<file path="src/rtl/nasti_buf_if.sv">
// NASTI channel interfaces. "master" is the NASTI master side of each channel,
// "slave" the NASTI slave side, so request channels flow master->slave and B/R flow back.

interface nasti_aw #(
    parameter int unsigned ID_WIDTH   = 1,
    parameter int unsigned ADDR_WIDTH = 8,
    parameter int unsigned USER_WIDTH = 1
);
    logic                  valid;
    logic                  ready;
    logic [ID_WIDTH-1:0]   id;
    logic [ADDR_WIDTH-1:0] addr;
    logic [7:0]            len;
    logic [2:0]            size;
    logic [1:0]            burst;
    logic [3:0]            cache;
    logic [2:0]            prot;
    logic [3:0]            qos;
    logic [3:0]            region;
    logic [USER_WIDTH-1:0] user;

    modport master (output valid, id, addr, len, size, burst, cache, prot, qos, region, user,
                    input ready);
    modport slave  (input valid, id, addr, len, size, burst, cache, prot, qos, region, user,
                    output ready);
endinterface

interface nasti_ar #(
    parameter int unsigned ID_WIDTH   = 1,
    parameter int unsigned ADDR_WIDTH = 8,
    parameter int unsigned USER_WIDTH = 1
);
    logic                  valid;
    logic                  ready;
    logic [ID_WIDTH-1:0]   id;
    logic [ADDR_WIDTH-1:0] addr;
    logic [7:0]            len;
    logic [2:0]            size;
    logic [1:0]            burst;
    logic [3:0]            cache;
    logic [2:0]            prot;
    logic [3:0]            qos;
    logic [3:0]            region;
    logic [USER_WIDTH-1:0] user;

    modport master (output valid, id, addr, len, size, burst, cache, prot, qos, region, user,
                    input ready);
    modport slave  (input valid, id, addr, len, size, burst, cache, prot, qos, region, user,
                    output ready);
endinterface

interface nasti_w #(
    parameter int unsigned DATA_WIDTH = 8,
    parameter int unsigned USER_WIDTH = 1
);
    logic                    valid;
    logic                    ready;
    logic [DATA_WIDTH-1:0]   data;
    logic [DATA_WIDTH/8-1:0] strb;
    logic                    last;
    logic [USER_WIDTH-1:0]   user;

    modport master (output valid, data, strb, last, user, input ready);
    modport slave  (input valid, data, strb, last, user, output ready);
endinterface

interface nasti_b #(
    parameter int unsigned ID_WIDTH   = 1,
    parameter int unsigned USER_WIDTH = 1
);
    logic                  valid;
    logic                  ready;
    logic [ID_WIDTH-1:0]   id;
    logic [1:0]            resp;
    logic [USER_WIDTH-1:0] user;

    modport master (input valid, id, resp, user, output ready);
    modport slave  (output valid, id, resp, user, input ready);
endinterface

interface nasti_r #(
    parameter int unsigned ID_WIDTH   = 1,
    parameter int unsigned DATA_WIDTH = 8,
    parameter int unsigned USER_WIDTH = 1
);
    logic                  valid;
    logic                  ready;
    logic [ID_WIDTH-1:0]   id;
    logic [DATA_WIDTH-1:0] data;
    logic [1:0]            resp;
    logic                  last;
    logic [USER_WIDTH-1:0] user;

    modport master (input valid, id, data, resp, last, user, output ready);
    modport slave  (output valid, id, data, resp, last, user, input ready);
endinterface

</file>
<file path="src/rtl/nasti_buf.sv">
// Five-channel NASTI buffer: one FIFO (or combinational bypass when depth is 0) per channel,
// with idle flagging that every buffering FIFO is empty.

module nasti_buf #(
    parameter int unsigned ID_WIDTH   = 1,
    parameter int unsigned ADDR_WIDTH = 8,
    parameter int unsigned DATA_WIDTH = 8,
    parameter int unsigned USER_WIDTH = 1,
    parameter int unsigned AW_DEPTH   = 2,
    parameter int unsigned W_DEPTH    = 2,
    parameter int unsigned B_DEPTH    = 2,
    parameter int unsigned AR_DEPTH   = 2,
    parameter int unsigned R_DEPTH    = 2
) (
    input  logic      clk,
    input  logic      rst,
    nasti_aw.slave    s_aw,
    nasti_w.slave     s_w,
    nasti_b.slave     s_b,
    nasti_ar.slave    s_ar,
    nasti_r.slave     s_r,
    nasti_aw.master   m_aw,
    nasti_w.master    m_w,
    nasti_b.master    m_b,
    nasti_ar.master   m_ar,
    nasti_r.master    m_r,
    output logic      idle
);

    localparam int unsigned AxW = ID_WIDTH + ADDR_WIDTH + 8 + 3 + 2 + 4 + 3 + 4 + 4 + USER_WIDTH;
    localparam int unsigned WW  = DATA_WIDTH + DATA_WIDTH / 8 + 1 + USER_WIDTH;
    localparam int unsigned BW  = ID_WIDTH + 2 + USER_WIDTH;
    localparam int unsigned RW  = ID_WIDTH + DATA_WIDTH + 2 + 1 + USER_WIDTH;

    // Channel index: 0 AW, 1 W, 2 B, 3 AR, 4 R
    function automatic int unsigned ch_depth(int unsigned c);
        case (c)
            0:       return AW_DEPTH;
            1:       return W_DEPTH;
            2:       return B_DEPTH;
            3:       return AR_DEPTH;
            default: return R_DEPTH;
        endcase
    endfunction

    function automatic int unsigned ch_width(int unsigned c);
        case (c)
            0, 3:    return AxW;
            1:       return WW;
            2:       return BW;
            default: return RW;
        endcase
    endfunction

    logic [4:0] in_valid, in_ready, out_valid, out_ready, ch_empty;

    for (genvar c = 0; c < 5; c++) begin : g_ch
        localparam int unsigned D  = ch_depth(c);
        localparam int unsigned PW = ch_width(c);

        logic [PW-1:0] in_d, out_d;

        // Request channels enter from s_*, response channels enter from m_*
        if (c == 0) begin : g_aw
            assign in_valid[c] = s_aw.valid;
            assign s_aw.ready  = in_ready[c];
            assign in_d = {s_aw.id, s_aw.addr, s_aw.len, s_aw.size, s_aw.burst, s_aw.cache,
                           s_aw.prot, s_aw.qos, s_aw.region, s_aw.user};
            assign m_aw.valid  = out_valid[c];
            assign out_ready[c] = m_aw.ready;
            assign {m_aw.id, m_aw.addr, m_aw.len, m_aw.size, m_aw.burst, m_aw.cache,
                    m_aw.prot, m_aw.qos, m_aw.region, m_aw.user} = out_d;
        end else if (c == 1) begin : g_w
            assign in_valid[c] = s_w.valid;
            assign s_w.ready   = in_ready[c];
            assign in_d = {s_w.data, s_w.strb, s_w.last, s_w.user};
            assign m_w.valid   = out_valid[c];
            assign out_ready[c] = m_w.ready;
            assign {m_w.data, m_w.strb, m_w.last, m_w.user} = out_d;
        end else if (c == 2) begin : g_b
            assign in_valid[c] = m_b.valid;
            assign m_b.ready   = in_ready[c];
            assign in_d = {m_b.id, m_b.resp, m_b.user};
            assign s_b.valid   = out_valid[c];
            assign out_ready[c] = s_b.ready;
            assign {s_b.id, s_b.resp, s_b.user} = out_d;
        end else if (c == 3) begin : g_ar
            assign in_valid[c] = s_ar.valid;
            assign s_ar.ready  = in_ready[c];
            assign in_d = {s_ar.id, s_ar.addr, s_ar.len, s_ar.size, s_ar.burst, s_ar.cache,
                           s_ar.prot, s_ar.qos, s_ar.region, s_ar.user};
            assign m_ar.valid  = out_valid[c];
            assign out_ready[c] = m_ar.ready;
            assign {m_ar.id, m_ar.addr, m_ar.len, m_ar.size, m_ar.burst, m_ar.cache,
                    m_ar.prot, m_ar.qos, m_ar.region, m_ar.user} = out_d;
        end else begin : g_r
            assign in_valid[c] = m_r.valid;
            assign m_r.ready   = in_ready[c];
            assign in_d = {m_r.id, m_r.data, m_r.resp, m_r.last, m_r.user};
            assign s_r.valid   = out_valid[c];
            assign out_ready[c] = s_r.ready;
            assign {s_r.id, s_r.data, s_r.resp, s_r.last, s_r.user} = out_d;
        end

        if (D == 0) begin : g_bypass
            assign out_valid[c] = in_valid[c];
            assign in_ready[c]  = out_ready[c];
            assign out_d        = in_d;
            assign ch_empty[c]  = 1'b1;
        end else begin : g_fifo
            localparam int unsigned PtrW = (D > 1) ? $clog2(D) : 1;
            localparam int unsigned CntW = $clog2(D) + 1;
            localparam int unsigned MemD = 1 << PtrW;

            logic [PW-1:0]   mem_q [MemD];
            logic [PtrW-1:0] wr_ptr_q, wr_ptr_d, rd_ptr_q, rd_ptr_d;
            logic [CntW-1:0] cnt_q, cnt_d;
            logic            push, pop;

            // ready depends only on registered count, never on out_ready
            assign in_ready[c]  = !rst && (cnt_q != CntW'(D));
            assign out_valid[c] = !rst && (cnt_q != '0);
            assign push         = in_valid[c] && in_ready[c];
            assign pop          = out_valid[c] && out_ready[c];
            assign out_d        = mem_q[rd_ptr_q];
            assign ch_empty[c]  = (cnt_q == '0);

            always_comb begin
                wr_ptr_d = wr_ptr_q;
                rd_ptr_d = rd_ptr_q;
                if (push) begin
                    wr_ptr_d = (wr_ptr_q == PtrW'(D - 1)) ? '0 : wr_ptr_q + PtrW'(1);
                end
                if (pop) begin
                    rd_ptr_d = (rd_ptr_q == PtrW'(D - 1)) ? '0 : rd_ptr_q + PtrW'(1);
                end
                cnt_d = cnt_q + CntW'(push) - CntW'(pop);
            end

            always_ff @(posedge clk) begin
                if (rst) begin
                    wr_ptr_q <= '0;
                    rd_ptr_q <= '0;
                    cnt_q    <= '0;
                end else begin
                    wr_ptr_q <= wr_ptr_d;
                    rd_ptr_q <= rd_ptr_d;
                    cnt_q    <= cnt_d;
                end
            end

            always_ff @(posedge clk) begin
                if (push) begin
                    mem_q[wr_ptr_q] <= in_d;
                end
            end
        end
    end

    assign idle = &ch_empty;

endmodule
</file>
<file path="src/flat_wrapper.sv">
// flat-port wrapper written by rule: the top's interface ports become plain ports
module nasti_buf_flat 
#(
    parameter int unsigned ID_WIDTH   = 1,
    parameter int unsigned ADDR_WIDTH = 8,
    parameter int unsigned DATA_WIDTH = 8,
    parameter int unsigned USER_WIDTH = 1,
    parameter int unsigned AW_DEPTH   = 2,
    parameter int unsigned W_DEPTH    = 2,
    parameter int unsigned B_DEPTH    = 2,
    parameter int unsigned AR_DEPTH   = 2,
    parameter int unsigned R_DEPTH    = 2
)
  (clk, rst, idle, s_aw_valid, s_aw_id, s_aw_addr, s_aw_len, s_aw_size, s_aw_burst, s_aw_cache, s_aw_prot, s_aw_qos, s_aw_region, s_aw_user, s_aw_ready, s_w_valid, s_w_data, s_w_strb, s_w_last, s_w_user, s_w_ready, s_b_valid, s_b_id, s_b_resp, s_b_user, s_b_ready, s_ar_valid, s_ar_id, s_ar_addr, s_ar_len, s_ar_size, s_ar_burst, s_ar_cache, s_ar_prot, s_ar_qos, s_ar_region, s_ar_user, s_ar_ready, s_r_valid, s_r_id, s_r_data, s_r_resp, s_r_last, s_r_user, s_r_ready, m_aw_valid, m_aw_id, m_aw_addr, m_aw_len, m_aw_size, m_aw_burst, m_aw_cache, m_aw_prot, m_aw_qos, m_aw_region, m_aw_user, m_aw_ready, m_w_valid, m_w_data, m_w_strb, m_w_last, m_w_user, m_w_ready, m_b_valid, m_b_id, m_b_resp, m_b_user, m_b_ready, m_ar_valid, m_ar_id, m_ar_addr, m_ar_len, m_ar_size, m_ar_burst, m_ar_cache, m_ar_prot, m_ar_qos, m_ar_region, m_ar_user, m_ar_ready, m_r_valid, m_r_id, m_r_data, m_r_resp, m_r_last, m_r_user, m_r_ready);
  nasti_aw #(.ID_WIDTH(ID_WIDTH), .ADDR_WIDTH(ADDR_WIDTH), .USER_WIDTH(USER_WIDTH)) s_aw_i ();
  nasti_w #(.DATA_WIDTH(DATA_WIDTH), .USER_WIDTH(USER_WIDTH)) s_w_i ();
  nasti_b #(.ID_WIDTH(ID_WIDTH), .USER_WIDTH(USER_WIDTH)) s_b_i ();
  nasti_ar #(.ID_WIDTH(ID_WIDTH), .ADDR_WIDTH(ADDR_WIDTH), .USER_WIDTH(USER_WIDTH)) s_ar_i ();
  nasti_r #(.ID_WIDTH(ID_WIDTH), .DATA_WIDTH(DATA_WIDTH), .USER_WIDTH(USER_WIDTH)) s_r_i ();
  nasti_aw #(.ID_WIDTH(ID_WIDTH), .ADDR_WIDTH(ADDR_WIDTH), .USER_WIDTH(USER_WIDTH)) m_aw_i ();
  nasti_w #(.DATA_WIDTH(DATA_WIDTH), .USER_WIDTH(USER_WIDTH)) m_w_i ();
  nasti_b #(.ID_WIDTH(ID_WIDTH), .USER_WIDTH(USER_WIDTH)) m_b_i ();
  nasti_ar #(.ID_WIDTH(ID_WIDTH), .ADDR_WIDTH(ADDR_WIDTH), .USER_WIDTH(USER_WIDTH)) m_ar_i ();
  nasti_r #(.ID_WIDTH(ID_WIDTH), .DATA_WIDTH(DATA_WIDTH), .USER_WIDTH(USER_WIDTH)) m_r_i ();
  input  logic clk;
  input  logic rst;
  output logic idle;
  input wire logic [$bits(s_aw_i.valid)-1:0] s_aw_valid;
  input wire logic [$bits(s_aw_i.id)-1:0] s_aw_id;
  input wire logic [$bits(s_aw_i.addr)-1:0] s_aw_addr;
  input wire logic [$bits(s_aw_i.len)-1:0] s_aw_len;
  input wire logic [$bits(s_aw_i.size)-1:0] s_aw_size;
  input wire logic [$bits(s_aw_i.burst)-1:0] s_aw_burst;
  input wire logic [$bits(s_aw_i.cache)-1:0] s_aw_cache;
  input wire logic [$bits(s_aw_i.prot)-1:0] s_aw_prot;
  input wire logic [$bits(s_aw_i.qos)-1:0] s_aw_qos;
  input wire logic [$bits(s_aw_i.region)-1:0] s_aw_region;
  input wire logic [$bits(s_aw_i.user)-1:0] s_aw_user;
  output wire logic [$bits(s_aw_i.ready)-1:0] s_aw_ready;
  input wire logic [$bits(s_w_i.valid)-1:0] s_w_valid;
  input wire logic [$bits(s_w_i.data)-1:0] s_w_data;
  input wire logic [$bits(s_w_i.strb)-1:0] s_w_strb;
  input wire logic [$bits(s_w_i.last)-1:0] s_w_last;
  input wire logic [$bits(s_w_i.user)-1:0] s_w_user;
  output wire logic [$bits(s_w_i.ready)-1:0] s_w_ready;
  output wire logic [$bits(s_b_i.valid)-1:0] s_b_valid;
  output wire logic [$bits(s_b_i.id)-1:0] s_b_id;
  output wire logic [$bits(s_b_i.resp)-1:0] s_b_resp;
  output wire logic [$bits(s_b_i.user)-1:0] s_b_user;
  input wire logic [$bits(s_b_i.ready)-1:0] s_b_ready;
  input wire logic [$bits(s_ar_i.valid)-1:0] s_ar_valid;
  input wire logic [$bits(s_ar_i.id)-1:0] s_ar_id;
  input wire logic [$bits(s_ar_i.addr)-1:0] s_ar_addr;
  input wire logic [$bits(s_ar_i.len)-1:0] s_ar_len;
  input wire logic [$bits(s_ar_i.size)-1:0] s_ar_size;
  input wire logic [$bits(s_ar_i.burst)-1:0] s_ar_burst;
  input wire logic [$bits(s_ar_i.cache)-1:0] s_ar_cache;
  input wire logic [$bits(s_ar_i.prot)-1:0] s_ar_prot;
  input wire logic [$bits(s_ar_i.qos)-1:0] s_ar_qos;
  input wire logic [$bits(s_ar_i.region)-1:0] s_ar_region;
  input wire logic [$bits(s_ar_i.user)-1:0] s_ar_user;
  output wire logic [$bits(s_ar_i.ready)-1:0] s_ar_ready;
  output wire logic [$bits(s_r_i.valid)-1:0] s_r_valid;
  output wire logic [$bits(s_r_i.id)-1:0] s_r_id;
  output wire logic [$bits(s_r_i.data)-1:0] s_r_data;
  output wire logic [$bits(s_r_i.resp)-1:0] s_r_resp;
  output wire logic [$bits(s_r_i.last)-1:0] s_r_last;
  output wire logic [$bits(s_r_i.user)-1:0] s_r_user;
  input wire logic [$bits(s_r_i.ready)-1:0] s_r_ready;
  output wire logic [$bits(m_aw_i.valid)-1:0] m_aw_valid;
  output wire logic [$bits(m_aw_i.id)-1:0] m_aw_id;
  output wire logic [$bits(m_aw_i.addr)-1:0] m_aw_addr;
  output wire logic [$bits(m_aw_i.len)-1:0] m_aw_len;
  output wire logic [$bits(m_aw_i.size)-1:0] m_aw_size;
  output wire logic [$bits(m_aw_i.burst)-1:0] m_aw_burst;
  output wire logic [$bits(m_aw_i.cache)-1:0] m_aw_cache;
  output wire logic [$bits(m_aw_i.prot)-1:0] m_aw_prot;
  output wire logic [$bits(m_aw_i.qos)-1:0] m_aw_qos;
  output wire logic [$bits(m_aw_i.region)-1:0] m_aw_region;
  output wire logic [$bits(m_aw_i.user)-1:0] m_aw_user;
  input wire logic [$bits(m_aw_i.ready)-1:0] m_aw_ready;
  output wire logic [$bits(m_w_i.valid)-1:0] m_w_valid;
  output wire logic [$bits(m_w_i.data)-1:0] m_w_data;
  output wire logic [$bits(m_w_i.strb)-1:0] m_w_strb;
  output wire logic [$bits(m_w_i.last)-1:0] m_w_last;
  output wire logic [$bits(m_w_i.user)-1:0] m_w_user;
  input wire logic [$bits(m_w_i.ready)-1:0] m_w_ready;
  input wire logic [$bits(m_b_i.valid)-1:0] m_b_valid;
  input wire logic [$bits(m_b_i.id)-1:0] m_b_id;
  input wire logic [$bits(m_b_i.resp)-1:0] m_b_resp;
  input wire logic [$bits(m_b_i.user)-1:0] m_b_user;
  output wire logic [$bits(m_b_i.ready)-1:0] m_b_ready;
  output wire logic [$bits(m_ar_i.valid)-1:0] m_ar_valid;
  output wire logic [$bits(m_ar_i.id)-1:0] m_ar_id;
  output wire logic [$bits(m_ar_i.addr)-1:0] m_ar_addr;
  output wire logic [$bits(m_ar_i.len)-1:0] m_ar_len;
  output wire logic [$bits(m_ar_i.size)-1:0] m_ar_size;
  output wire logic [$bits(m_ar_i.burst)-1:0] m_ar_burst;
  output wire logic [$bits(m_ar_i.cache)-1:0] m_ar_cache;
  output wire logic [$bits(m_ar_i.prot)-1:0] m_ar_prot;
  output wire logic [$bits(m_ar_i.qos)-1:0] m_ar_qos;
  output wire logic [$bits(m_ar_i.region)-1:0] m_ar_region;
  output wire logic [$bits(m_ar_i.user)-1:0] m_ar_user;
  input wire logic [$bits(m_ar_i.ready)-1:0] m_ar_ready;
  input wire logic [$bits(m_r_i.valid)-1:0] m_r_valid;
  input wire logic [$bits(m_r_i.id)-1:0] m_r_id;
  input wire logic [$bits(m_r_i.data)-1:0] m_r_data;
  input wire logic [$bits(m_r_i.resp)-1:0] m_r_resp;
  input wire logic [$bits(m_r_i.last)-1:0] m_r_last;
  input wire logic [$bits(m_r_i.user)-1:0] m_r_user;
  output wire logic [$bits(m_r_i.ready)-1:0] m_r_ready;
  assign s_aw_i.valid = s_aw_valid;
  assign s_aw_i.id = s_aw_id;
  assign s_aw_i.addr = s_aw_addr;
  assign s_aw_i.len = s_aw_len;
  assign s_aw_i.size = s_aw_size;
  assign s_aw_i.burst = s_aw_burst;
  assign s_aw_i.cache = s_aw_cache;
  assign s_aw_i.prot = s_aw_prot;
  assign s_aw_i.qos = s_aw_qos;
  assign s_aw_i.region = s_aw_region;
  assign s_aw_i.user = s_aw_user;
  assign s_aw_ready = s_aw_i.ready;
  assign s_w_i.valid = s_w_valid;
  assign s_w_i.data = s_w_data;
  assign s_w_i.strb = s_w_strb;
  assign s_w_i.last = s_w_last;
  assign s_w_i.user = s_w_user;
  assign s_w_ready = s_w_i.ready;
  assign s_b_valid = s_b_i.valid;
  assign s_b_id = s_b_i.id;
  assign s_b_resp = s_b_i.resp;
  assign s_b_user = s_b_i.user;
  assign s_b_i.ready = s_b_ready;
  assign s_ar_i.valid = s_ar_valid;
  assign s_ar_i.id = s_ar_id;
  assign s_ar_i.addr = s_ar_addr;
  assign s_ar_i.len = s_ar_len;
  assign s_ar_i.size = s_ar_size;
  assign s_ar_i.burst = s_ar_burst;
  assign s_ar_i.cache = s_ar_cache;
  assign s_ar_i.prot = s_ar_prot;
  assign s_ar_i.qos = s_ar_qos;
  assign s_ar_i.region = s_ar_region;
  assign s_ar_i.user = s_ar_user;
  assign s_ar_ready = s_ar_i.ready;
  assign s_r_valid = s_r_i.valid;
  assign s_r_id = s_r_i.id;
  assign s_r_data = s_r_i.data;
  assign s_r_resp = s_r_i.resp;
  assign s_r_last = s_r_i.last;
  assign s_r_user = s_r_i.user;
  assign s_r_i.ready = s_r_ready;
  assign m_aw_valid = m_aw_i.valid;
  assign m_aw_id = m_aw_i.id;
  assign m_aw_addr = m_aw_i.addr;
  assign m_aw_len = m_aw_i.len;
  assign m_aw_size = m_aw_i.size;
  assign m_aw_burst = m_aw_i.burst;
  assign m_aw_cache = m_aw_i.cache;
  assign m_aw_prot = m_aw_i.prot;
  assign m_aw_qos = m_aw_i.qos;
  assign m_aw_region = m_aw_i.region;
  assign m_aw_user = m_aw_i.user;
  assign m_aw_i.ready = m_aw_ready;
  assign m_w_valid = m_w_i.valid;
  assign m_w_data = m_w_i.data;
  assign m_w_strb = m_w_i.strb;
  assign m_w_last = m_w_i.last;
  assign m_w_user = m_w_i.user;
  assign m_w_i.ready = m_w_ready;
  assign m_b_i.valid = m_b_valid;
  assign m_b_i.id = m_b_id;
  assign m_b_i.resp = m_b_resp;
  assign m_b_i.user = m_b_user;
  assign m_b_ready = m_b_i.ready;
  assign m_ar_valid = m_ar_i.valid;
  assign m_ar_id = m_ar_i.id;
  assign m_ar_addr = m_ar_i.addr;
  assign m_ar_len = m_ar_i.len;
  assign m_ar_size = m_ar_i.size;
  assign m_ar_burst = m_ar_i.burst;
  assign m_ar_cache = m_ar_i.cache;
  assign m_ar_prot = m_ar_i.prot;
  assign m_ar_qos = m_ar_i.qos;
  assign m_ar_region = m_ar_i.region;
  assign m_ar_user = m_ar_i.user;
  assign m_ar_i.ready = m_ar_ready;
  assign m_r_i.valid = m_r_valid;
  assign m_r_i.id = m_r_id;
  assign m_r_i.data = m_r_data;
  assign m_r_i.resp = m_r_resp;
  assign m_r_i.last = m_r_last;
  assign m_r_i.user = m_r_user;
  assign m_r_ready = m_r_i.ready;
  nasti_buf #(.ID_WIDTH(ID_WIDTH), .ADDR_WIDTH(ADDR_WIDTH), .DATA_WIDTH(DATA_WIDTH), .USER_WIDTH(USER_WIDTH), .AW_DEPTH(AW_DEPTH), .W_DEPTH(W_DEPTH), .B_DEPTH(B_DEPTH), .AR_DEPTH(AR_DEPTH), .R_DEPTH(R_DEPTH)) u_core (.clk(clk), .rst(rst), .s_aw(s_aw_i), .s_w(s_w_i), .s_b(s_b_i), .s_ar(s_ar_i), .s_r(s_r_i), .m_aw(m_aw_i), .m_w(m_w_i), .m_b(m_b_i), .m_ar(m_ar_i), .m_r(m_r_i), .idle(idle));
endmodule
</file>
<file path="config.mk">
export PLATFORM = sky130hd
export DESIGN_NAME = nasti_buf_flat
export DESIGN_NICKNAME = d
export VERILOG_FILES = /design/src/rtl/nasti_buf_if.sv /design/src/rtl/nasti_buf.sv /design/src/flat_wrapper.sv
export SDC_FILE = /design/constraint.sdc
export NUM_CORES = 1
export LEC_CHECK = 0
export BUFFER_PORTS_ARGS = -buffer_cell sky130_fd_sc_hd__buf_2
export CAP_MARGIN = 20
export CORE_AREA = 2 2 128 130
export CTS_CLUSTER_DIAMETER = 150
export DETAILED_ROUTE_END_ITERATION = 16
export DIE_AREA = 0 0 130 132
export HOLD_SLACK_MARGIN = 0.12
export PLACE_DENSITY_LB_ADDON = 0.05
export RECOVER_POWER = 25
export SKIP_LAST_GASP = 1
export SLEW_MARGIN = 20
export SYNTH_ARGS = -nofsm -noshare
export SYNTH_HDL_FRONTEND = slang
export SYNTH_SLANG_ARGS = --single-unit
</file>
<file path="constraint.sdc">
create_clock -name clk -period 7.65 [get_ports clk]
set_clock_uncertainty 0.05 [all_clocks]
set_input_delay 1.9125 -clock clk [delete_from_list [all_inputs] [get_ports clk]]
set_output_delay 1.9125 -clock clk [all_outputs]
set_load 0.02 [all_outputs]
</file>
==> PnR_summary.wiki <==
{| class="wikitable"
! Metric !! Value
|-
| Run status || finished, final reports clean
|-
| Category of the worst setup path capture point || output pin
|-
| Met1 Use GR || 21.8%
|-
| Global-route met3 utilization || 4.46%
|-
| Met2 Resource Use GR || 31.8%
|-
| Largest cells by area after synthesis || edfxtp_1, mux2_2, dfxtp_1, mux2i_1, nor3b_4
|-
| Power density over cell area || 295 mW/mm²
|-
| Synth Instances || 463
|-
| Proportion of layout cells with a drive suffix above 1 || 52.0%
|-
| Antenna violations before repair || 2
|-
| Die Width || 130 µm
|-
| Worst-skew pair later-pin latency || 500 ps
|-
| Number of gates resized after CTS || 0
|-
| Syn Nets || 589
|-
| RD Place Congestion || 0.769
|-
| Wirelength per Cell || 16.9 µm
|-
| Port buffer count || 230
|-
| Die ar. || 0.0172 mm²
|-
| Total via count after detailed routing || 4,768
|-
| Setup repair after global routing missed its margin || no
|-
| Data required time at the worst endpoint || 5690 ps
|-
| Post-synthesis sequential element count || 233
|-
| Peak fanout along the critical path || 31
|-
| Post-CTS setup buffer count || 0
|-
| Pin count of the biggest net entering global routing || 39
|-
| Hpwl dp || 10.6 mm
|-
| Final-layout setup total negative slack || 0 ps
|-
| Start-to-end type of the worst setup path || in2out
|-
| Number of max-cap violations || 0
|-
| Sinks on Clock Net || 233
|-
| Vertical die dimension || 132 µm
|-
| Fraction of the yosys area taken by sequential cells || 76.4%
|-
| Number of pins exceeding their max-slew limit in the final report || 0
|-
| Starting DRC count in detailed routing || 256
|-
| Buffer type at the clock tree root || clkbuf_16
|-
| Global-route wire length before repair || 24.4 mm
|-
| Vias per std cell || 5.06
|-
| Routed wire length || 15.9 mm
|-
| Layout area overhead || 25.4%
|-
| Deepest clock path buffer count || 3
|-
| Headroom to the max-slew limit || 38.6%
|-
| Floorplan Core Area || 0.0157 mm²
|-
| Clock Pin Slew Worst Setup and Hold Paths || 60 ps
|-
| Worst setup SP type || input port
|-
| TritonCTS clock tree || done
|-
| Fraction of the core area covered by cells at the end of the flow || 70.5%
|-
| Cell variety after synth || 19
|-
| Total overflow reported by the global router || 0
|-
| Number of buffers created by CTS || 24
|-
| Total I/O pin count || 231
|-
| Minimum setup slack among reg-to-reg paths || 5590 ps
|-
| Count of H-tree levels built during CTS || 1
|-
| Achievable clock frequency || 0.208 GHz
|-
| Tightest Hold Check Type || reg2reg
|-
| Number of cell rows || 46
|-
| Endpoints failing setup || 0
|-
| Mean instance size in the synthesized netlist || 19.1 µm²
|-
| Fin crit share || 62.8%
|-
| Layer with the highest usage after global routing || met2
|-
| Share of the synthesized area in the top cell type || 70.7%
|-
| Placed insts || 896
|-
| Maximum VDD drop || 186 µV
|-
| Cell chain of the critical path || buf_2 > nor2_1 > buf_2
|-
| CTS Hold Bufs || 0
|-
| Worst EP arrival || 2850 ps
|-
| Critical Path Slowest Stage Cell || buf_2
|-
| Detail Route Antenna Nets || 0
|-
| Most prevalent standard cell on the critical path || buf_2
|-
| Post-Layout Cell Count || 942
|-
| Vias in the first global route || 4,930
|-
| Crit-path leading delay family || buffers and inverters
|-
| Crit path time final || 4810 ps
|-
| GRT Total Usage || 18.1%
|-
| Measured slew at the worst slew-check pin || 921 ps
|-
| Post-synthesis instance area || 0.00883 mm²
|-
| Final net count || 834
|-
| Remaining routing DRC violations || 0
|-
| Largest area contributor in the synthesized netlist || edfxtp_1
|-
| Largest stage delay on the critical path || 590 ps
|-
| P_leak || 4.20 nW
|-
| Initial Util || 56.2%
|-
| Fill cell instance count of the final layout || 1,089
|-
| Warnings, synthesis || 0
|-
| Hold Fails Final Rpt || 0
|-
| Number of optimization iterations in the first detailed-route pass || 4
|-
| Bufs and invs on worst path || 2
|-
| Final Total Pwr || 3.27 mW
|-
| WHS || 410 ps
|}
[power by group]
group / internal (mW) / switching, mW / leakage (nW)
clock: 0.762 / 0.454 / 0.408
sequential: 1.49 / 0.0671 / 2.11
combinational: 0.218 / 0.282 / 1.68
total: 2.47 / 0.803 / 4.20
[final timing paths]
kind                                  startpoint                                 end  cells past startpoint
setup / recovery                             rst                          m_ar_valid                      3
hold / removal    u_core.g_ch[3].g_fifo.rd_ptr_q                                flop                      1
setup reg to reg  u_core.g_ch[0].g_fifo.cnt_q[1]  u_core.g_ch[0].g_fifo.mem_q[1][10]                      3
hold reg to reg   u_core.g_ch[3].g_fifo.rd_ptr_q                                flop                      1
[final cells by class]
class	count	area, µm²	area share, %
inverter	11	41.3	0.373
sequential	233	6750	60.9
timing repair buffer	232	1190	10.7
antenna	1	2.50	0.0226
multi-input combinational	206	1990	17.9
clock buffer	28	637	5.75
clock inverter	15	198	1.79
tap	216	270	2.44
[cell usage after synthesis]
master	number
nor3_1	6
nor3b_2	3
buf_4	4
mux2i_1	15
nand2_1	10
buf_2	8
buf_6	1
inv_2	1
inv_1	10
and2_1	10
nor2_1	20
nand4_1	1
ha_1	10
xor2_1	5
mux2_2	104
dfxtp_1	25
nor3b_4	7
nor2b_1	15
edfxtp_1	208
[flip-flops by register name (all words and copies together) (netlist names), named ones only]
| signal | cells |
|---|---|
| u_core.g_ch.g_fifo.wr_ptr_q | 5 |
| u_core.g_ch.g_fifo.mem_q | 208 |
| u_core.g_ch.g_fifo.cnt_q | 10 |
| u_core.g_ch.g_fifo.rd_ptr_q | 5 |
[logic make-up (layout without fill, tap and decap cells)]
family,count (synthesis),count (layout),synth area share (%)
flops,233,233,76.4
buf+inv,24,286,1.39
fa+ha+maj,10,10,1.42
other cells,0,1,0
mux,119,119,15.0
xor+xnor,5,5,0.496
simple gates,72,72,5.37
[metrics by stage]
stage / cell area [µm²] / setup slack [ps]
2_1_floorplan: 8830 / 3100
5_1_grt: 11100 / 2770
3_3_place_gp: 10200 / 2920
6_report: 11100 / 2840
3_5_place_dp: 10200 / 2850
4_1_cts: 11000 / 2850
[layout by cell type, fill, tap and decap left out]
cell / netlist / layout
clkbuf_1: 0 / 17
inv_2: 1 / 1
inv_1: 10 / 10
nand2_1: 10 / 10
and2_1: 10 / 8
xor2_1: 5 / 5
clkbuf_16: 0 / 25
buf_16: 0 / 2
nor3_1: 6 / 6
nor2b_4: 0 / 2
ha_1: 10 / 10
clkinvlp_4: 0 / 1
diode_2: 0 / 1
nand4_1: 1 / 1
buf_2: 8 / 216
bufinv_16: 0 / 5
and2_2: 0 / 2
clkinv_2: 0 / 5
nor3b_2: 3 / 3
nor2b_2: 0 / 2
nor3b_4: 7 / 7
edfxtp_1: 208 / 208
mux2i_1: 15 / 15
mux2_2: 104 / 104
clkinv_1: 0 / 4
dfxtp_1: 25 / 23
nor2_1: 20 / 20
nor2b_1: 15 / 11
dfxtp_2: 0 / 2
[metal layers]
layer / wire length (µm) / share of wire [%]
met4: 351 / 2.2
met3: 1070 / 6.7
met5: 13 / 0.082
met2: 8210 / 52
met1: 6280 / 39
Power figures use the tool's default switching activity.
